--- src/rtl/hilo_mdu_ctrl.sv ---
// rtl/hilo_mdu_ctrl.sv - HI/LO owner with 1-cycle multiply and 32-step restoring divider
module hilo_mdu_ctrl #(
  parameter int DATA_W = 32
) (
  input  logic              clk,
  input  logic              rst,
  input  logic              op_valid_EXE,
  input  logic [2:0]        op_code_EXE,
  input  logic [DATA_W-1:0] op_a_EXE,
  input  logic [DATA_W-1:0] op_b_EXE,
  input  logic [1:0]        MFHL_ID_EXE,
  input  logic              flush,
  output logic              op_ready,
  output logic              stall_EXE,
  output logic              busy,
  output logic [DATA_W-1:0] HI,
  output logic [DATA_W-1:0] LO
);

  localparam int CNT_W = $clog2(DATA_W);
  localparam logic [CNT_W-1:0] CNT_LAST = CNT_W'(DATA_W - 1);
  localparam logic [CNT_W-1:0] CNT_ONE  = CNT_W'(1);

  typedef enum logic [1:0] {
    S_IDLE = 2'd0,
    S_MUL  = 2'd1,
    S_DIV  = 2'd2,
    S_FIX  = 2'd3
  } state_t;

  state_t              state_q, state_d;
  logic [DATA_W-1:0]   hi_q, hi_d;
  logic [DATA_W-1:0]   lo_q, lo_d;
  // a_q holds the multiplicand, or the dividend that shifts into the quotient
  logic [DATA_W-1:0]   a_q, a_d;
  logic [DATA_W-1:0]   b_q, b_d;
  logic [DATA_W-1:0]   rem_q, rem_d;
  logic [CNT_W-1:0]    cnt_q, cnt_d;
  logic                msign_q, msign_d;
  logic                qneg_q, qneg_d;
  logic                rneg_q, rneg_d;
  logic                dz_q, dz_d;

  logic                legal;
  logic                accept;
  logic                busy_c;
  logic [2*DATA_W-1:0] prod;
  logic [DATA_W:0]     div_tmp;
  logic [DATA_W:0]     div_diff;
  logic                a_neg;
  logic                b_neg;
  logic                div_signed;

  assign legal  = (op_code_EXE != 3'd0) && (op_code_EXE != 3'd7);
  assign accept = op_valid_EXE & legal & (state_q == S_IDLE) & ~flush;
  assign busy_c = (state_q != S_IDLE);

  assign op_ready  = accept;
  assign busy      = busy_c;
  assign stall_EXE = busy_c & ((|MFHL_ID_EXE) | (op_valid_EXE & legal));
  assign HI        = hi_q;
  assign LO        = lo_q;

  // Next-state, datapath step and result write-back
  always_comb begin
    state_d  = state_q;
    hi_d     = hi_q;
    lo_d     = lo_q;
    a_d      = a_q;
    b_d      = b_q;
    rem_d    = rem_q;
    cnt_d    = cnt_q;
    msign_d  = msign_q;
    qneg_d   = qneg_q;
    rneg_d   = rneg_q;
    dz_d     = dz_q;

    // Sign-extending to full width makes one multiplier serve both MULT and MULTU
    prod = {{DATA_W{msign_q & a_q[DATA_W-1]}}, a_q} *
           {{DATA_W{msign_q & b_q[DATA_W-1]}}, b_q};

    // Borrow out of the top bit means the trial subtraction failed
    div_tmp  = {rem_q, a_q[DATA_W-1]};
    div_diff = div_tmp - {1'b0, b_q};

    div_signed = (op_code_EXE == 3'd3);
    a_neg      = div_signed & op_a_EXE[DATA_W-1];
    b_neg      = div_signed & op_b_EXE[DATA_W-1];

    case (state_q)
      S_IDLE: begin
        if (accept) begin
          case (op_code_EXE)
            3'd1, 3'd2: begin
              a_d     = op_a_EXE;
              b_d     = op_b_EXE;
              msign_d = (op_code_EXE == 3'd1);
              state_d = S_MUL;
            end
            3'd3, 3'd4: begin
              a_d     = a_neg ? -op_a_EXE : op_a_EXE;
              b_d     = b_neg ? -op_b_EXE : op_b_EXE;
              qneg_d  = a_neg ^ b_neg;
              rneg_d  = a_neg;
              dz_d    = (op_b_EXE == '0);
              rem_d   = '0;
              cnt_d   = '0;
              state_d = S_DIV;
            end
            3'd5:    hi_d = op_a_EXE;
            3'd6:    lo_d = op_a_EXE;
            default: ;
          endcase
        end
      end
      S_MUL: begin
        if (!flush) begin
          {hi_d, lo_d} = prod;
        end
        state_d = S_IDLE;
      end
      S_DIV: begin
        if (flush) begin
          state_d = S_IDLE;
        end else begin
          if (!div_diff[DATA_W]) begin
            rem_d = div_diff[DATA_W-1:0];
            a_d   = {a_q[DATA_W-2:0], 1'b1};
          end else begin
            rem_d = div_tmp[DATA_W-1:0];
            a_d   = {a_q[DATA_W-2:0], 1'b0};
          end
          cnt_d = cnt_q + CNT_ONE;
          if (cnt_q == CNT_LAST) begin
            state_d = S_FIX;
          end
        end
      end
      S_FIX: begin
        // Divide-by-zero leaves |a| as remainder, so only the quotient needs forcing
        if (!flush) begin
          lo_d = dz_q ? '1 : (qneg_q ? -a_q : a_q);
          hi_d = rneg_q ? -rem_q : rem_q;
        end
        state_d = S_IDLE;
      end
      default: state_d = S_IDLE;
    endcase
  end

  // State and datapath registers, asynchronously cleared
  always_ff @(posedge clk or posedge rst) begin
    if (rst) begin
      state_q <= S_IDLE;
      hi_q    <= '0;
      lo_q    <= '0;
      a_q     <= '0;
      b_q     <= '0;
      rem_q   <= '0;
      cnt_q   <= '0;
      msign_q <= 1'b0;
      qneg_q  <= 1'b0;
      rneg_q  <= 1'b0;
      dz_q    <= 1'b0;
    end else begin
      state_q <= state_d;
      hi_q    <= hi_d;
      lo_q    <= lo_d;
      a_q     <= a_d;
      b_q     <= b_d;
      rem_q   <= rem_d;
      cnt_q   <= cnt_d;
      msign_q <= msign_d;
      qneg_q  <= qneg_d;
      rneg_q  <= rneg_d;
      dz_q    <= dz_d;
    end
  end

endmodule

--- config.mk ---
export PLATFORM = sky130hd
export DESIGN_NAME = hilo_mdu_ctrl
export DESIGN_NICKNAME = d
export VERILOG_FILES = /design/src/rtl/hilo_mdu_ctrl.sv
export SDC_FILE = /design/constraint.sdc
export NUM_CORES = 2
export LEC_CHECK = 0
export BUFFER_PORTS_ARGS = -buffer_cell sky130_fd_sc_hd__buf_4
export CAP_MARGIN = 20
export CORE_MARGIN = 4
export CORE_UTILIZATION = 60
export CTS_CLUSTER_DIAMETER = 60
export DETAILED_ROUTE_END_ITERATION = 16
export PLACE_DENSITY = 0.8
export SLEW_MARGIN = 10
export SYNTH_ARGS = -nofsm -noshare
export SYNTH_HDL_FRONTEND = slang
export SYNTH_SLANG_ARGS = --single-unit
export TNS_END_PERCENT = 30
--- constraint.sdc ---
create_clock -name clk -period 8.45 [get_ports clk]
set_clock_uncertainty 0.15 [all_clocks]
set_input_delay 1.69 -clock clk [delete_from_list [all_inputs] [get_ports clk]]
set_output_delay 1.69 -clock clk [all_outputs]
set_load 0.02 [all_outputs]
## After elaboration in Yosys (flattened, before gate mapping)

Cells that the tools add are included.

- Add/subtract/negate cells: 6
- $mul: 1
- Equal/unequal tests: 20
- Mux-type cells: 35
- Bitwise gates (word level): 11
- Reductions and logical operators: 20

Operator list:

| kind | count |
|---|---|
| $mux 32 | 19 |
| $pmux 32 s2 | 4 |
| $pmux 32 s3 | 2 |
| $neg 32->32 | 4 |
| $mul 33x33->64 | 1 |
| $sub 33x32->33 | 1 |
| $logic_not 32->1 | 1 |
| $mux 5 | 3 |
| $reduce_and 3->1 | 4 |
| $pmux 5 s2 | 1 |
| $reduce_and 5->1 | 2 |
| $eq 3x3->1 const B | 3 |
| $and 1x1->1 | 8 |
| $ne 2x2->1 const B | 4 |
| $reduce_and 4->1 | 2 |
| $reduce_or 2->1 | 4 |
| $eq 3x2->1 const B | 2 |
| $mux 2 | 3 |
| $ne 2x1->1 const B | 3 |
| $ne 3x3->1 const B | 2 |
| $pmux 2 s3 | 1 |
| $reduce_bool 2->1 | 3 |
| $reduce_bool 3->1 | 2 |
| $add 5x1->5 const B | 1 |
| other kinds (12) | 13 |

- Register bits: 171
- Input port bits: 73
- Word-level logic and storage cells: 104

## Logic depth before layout (Yosys ltp)

- Depth after elaboration: 7
- Mapped depth: 31
- Depth with buffers taken out: 28

## Worst setup path before layout

OpenSTA, ideal clock, no wires.

- Path kind: register -> register
- Start: register a_q[31]
- End: register hi_q[31] (netlist: HI[31])
- Setup time: 0.137 ns
- Arrival: 7.671 ns
- Required time: 8.163 ns
- Setup slack: 0.492 ns
- Cell stages (with the launch flop): 28
- Path buffers: 1
- Period minus slack after synthesis: 7.958 ns
- Cells stage by stage: dfrtp_1 and2_1 clkbuf_1 nand2_1 inv_1 fa_1 inv_1 fa_1 inv_1 fa_1 inv_1 fa_1 fa_1 fa_1 fa_1 fa_1 inv_1 ha_1 a21o_1 a21o_1 a21oi_1 nand2b_1 a211o_1 o211ai_1 a32oi_1 xnor2_1 a21oi_1 a21oi_1

- Cells in the longest elaborated chain, start to end: 4

Ends and longest elaborated chain:

| item | RTL line | RTL |
|---|---|---|
| from (decl) | 35 | `logic [DATA_W-1:0] a_q, a_d;` |
| from (signal assigned) | 157 | `a_q <= '0;` |
| from (signal assigned) | 169 | `a_q <= a_d;` |
| $and 1x1->1 | 79 | `prod = {{DATA_W{msign_q & a_q[DATA_W-1]}}, a_q} *` |
| $mul 33x33->64 (*) | 79 |  |
| $mux 32 (*) | 117 | `if (!flush) begin` |
| $pmux 32 s3 (*) | 90 | `case (state_q)` |
| to (signal assigned) | 167 | `hi_q <= hi_d;` |
| to (decl) | 32 | `logic [DATA_W-1:0] hi_q, hi_d;` |

Every way passes the cells marked *; elsewhere a longest branch is shown, timed or not. The select of a mux whose other input is x is not followed.
A chain may end at the register's enable or synchronous reset.

## Final worst setup path

- Start: register b_q[1]
- End: register hi_q[29] (netlist: HI[29])

- Cells in the longest elaborated chain, start to end: 3

Ends and longest elaborated chain:

| item | RTL line | RTL |
|---|---|---|
| from (decl) | 36 | `logic [DATA_W-1:0] b_q, b_d;` |
| from (signal assigned) | 158 | `b_q <= '0;` |
| from (signal assigned) | 170 | `b_q <= b_d;` |
| $mul 33x33->64 | 79 |  |
| $mux 32 | 117 |  |
| $pmux 32 s3 | 90 |  |

No other way between the ends. The select of a mux whose other input is x is not followed.

==> reports/results.ini <==
[synth]
ys_ff_latch = 171
synth_area_um2 = 49700
avgSynthCellArea_um2 = 8.82
synth_cells = 5628
ys_top_cells_by_count = inv_1, fa_1, nand2_1
synth.distinct_cells = 82
synth_edf_count = 0
synth_area_leaders = fa_1, inv_1, dfrtp_1
syn-num-nets = 7078
synth_warnings = 0
synth-async-reset-ratio_pct = 100
yosysTopAreaCell = fa_1
synth-seq-area-share_pct = 8.62
yosysMostFrequentCell = inv_1
netlist.area_leader.share_pct = 45.4
synthFlopType = dfrtp_1

[placement]
io_buffers = 139
dpl-instance-area_um2 = 52600
dp_slack_ns = -0.00560
routabilityCongestion = 1.00
dpl.hpwl_um = 125000

[flow_run]
cap_violations = 0

[clock_tree]
clock_sinks = 171
htreeDepth = 4
clock_path_buffers = 2
cts_inserted_buffers = 17
cts_tree = built
ctsRootBufferMaster = clkbuf_16
clk_latency_ns = 0.48
clk_pin_slew_ns = 0.09

[drt]
vias = 40200
routed_wl_um = 153000
firstDrtPassIters = 8
wire_per_inst_um = 22.8
drc_errors = 0
avgViaCountPerCell = 5.97
final_antenna_net_count = 0
drt-initial-drc-count = 3945

[global_route]
grt_max_degree = 118
grt_use_met2_pct = 56.6
grt_pass1_wl_um = 240000
use_met1_pct = 45.9
grt-ovfl-total = 0
busiest_layer = met2
globalRouteTotalUtil_pct = 36.1
grt_pass1_vias = 42400
met3_usage_pct = 10.2
antenna_found_initial = 10

[worst_setup_path]
cp-start-kind = flop
critPathMaxFanout = 15
end_kind = flop
worstSetupPathType = reg2reg
crit_arrival_ns = 8.39
required_ns = 8.65

[floorplan]
core_um2 = 82100
die_height_um = 296
rows = 105
die_w_um = 296
boundaryPins = 140
initial_core_util_pct = 60.5
die-area_um2 = 87400

[final_layout]
fin_nets = 7101
drive_above_1_share_pct = 7.68
final_area_um2 = 53500
areaGrowthSynthToFinish_pct = 7.79

[sta]
maxSlewViolCount = 0
period_minus_slack_ns = 8.19
fmax_mhz = 122
rsz0062_at_grt = true
finalSetupViolCount = 0
setup_ws_ns = 0.260
finalHoldViolCount = 0
period_share_pct = 96.9
tightest_slew_ns = 1.00
slew_headroom_pct = 32.9

[status]
status = finished, final reports clean

[min_path]
hold_path.class = reg2reg

-- final timing paths --
| check | to | cells past startpoint | slack, ns | startpoint |
|---|---|---|---|---|
| worst max-delay path | HI[29] | 23 | 0.26 | b_q[1] |
| worst min-delay path | LO[0] | 1 | 0.36 | LO[0] |
| worst max register to register | HI[29] | 23 | 0.26 | b_q[1] |
| worst min register to register | LO[0] | 1 | 0.36 | LO[0] |
| max in group asynchronous | b_q[12] | 3 | 5.41 | rst |
| min in group asynchronous | rem_q[9] | 2 | 1.24 | rst |
-- sequential cells by signal, summed over array words and instances, names as in the netlist --
register  count
msign_q       1
a_q          32
rneg_q        1
dz_q          1
HI           32
LO           32
rem_q        32
b_q          32
qneg_q        1
state_q       2
cnt_q         5
-- cell usage in the layout, fill, tap and decap left out, types with 144 or more instances in the layout --
cell,synthesis,final
a21oi_1,144,144
and2_1,324,324
buf_4,2,284
dfrtp_1,171,153
fa_1,1126,1124
ha_1,251,245
inv_1,1180,1177
nand2_1,921,920
nor2_1,205,203
o21ai_0,163,162
-- layer usage --
layer  share of wire (%)  routed length, um  vias up
met5               0.041                 63        -
met4                 7.0              10800        6
met3                  11              17400      587
met2                  46              70200     2298
met1                  36              54900    20300
li1                    -                  -    17000
-- through the flow --
step	std cells	TNS, ns	util (%)	hold WS (ns)
finish	6739	0	65.2	0.359
global route	6734	-0.0376	65.2	0.386
CTS	6719	0	64.8	0.355
detailed placement	6687	-0.00560	64.0	0.336
global placement	6687	0	64.0	0.315
floorplan	5628	0	-	0.330
-- what timing repair did --
| action | 4_1_cts | 5_1_grt |
|---|---|---|
| pin swaps | 0 | 5 |
| buffers inserted | 0 | 13 |
| resized for setup | 1 | 51 |
| gates cloned | 0 | 1 |
| hold buffers | 0 | 0 |
| setup endpoints to repair | 2 | 32 |
-- area by class of cell --
class	count	area (um^2)
clock inverters	13	141
fillers	6657	28600
multi-input cells	3955	39900
repair buffers	324	2910
clock buffers	19	453
well taps	1070	1340
flip-flops and latches	171	4310
inverters	1182	4450
diodes	5	12.5
-- worst max-delay path, cell delays in order, from the launching register on --
cell        delay (ns)
dfrtp_2           0.52
buf_12            0.18
and3_1            0.21
fa_1              0.57
fa_1              0.58
fa_2              0.66
clkinvlp_4        0.26
buf_4             0.23
fa_1              0.48
inv_1             0.06
fa_1              0.49
fa_1              0.51
fa_1              0.49
inv_1             0.05
fa_1              0.47
inv_1             0.04
ha_1              0.36
nand4_1           0.20
o211ai_1          0.45
o21ai_1           0.16
a21oi_1           0.20
o22ai_1           0.11
o31a_1            0.31
o32a_1            0.34
-- kinds of logic after synthesis --
group           synth area share (%)
simple gates                    15.3
compound gates                  8.56
buf+inv                         11.4
flops                           8.62
xor+xnor                        3.74
fa+ha+maj                       51.7
mux                            0.648
Power is left out: the tool's default activity adds up to more than one toggle a clock period on the data nets, which glitch-free logic cannot reach.
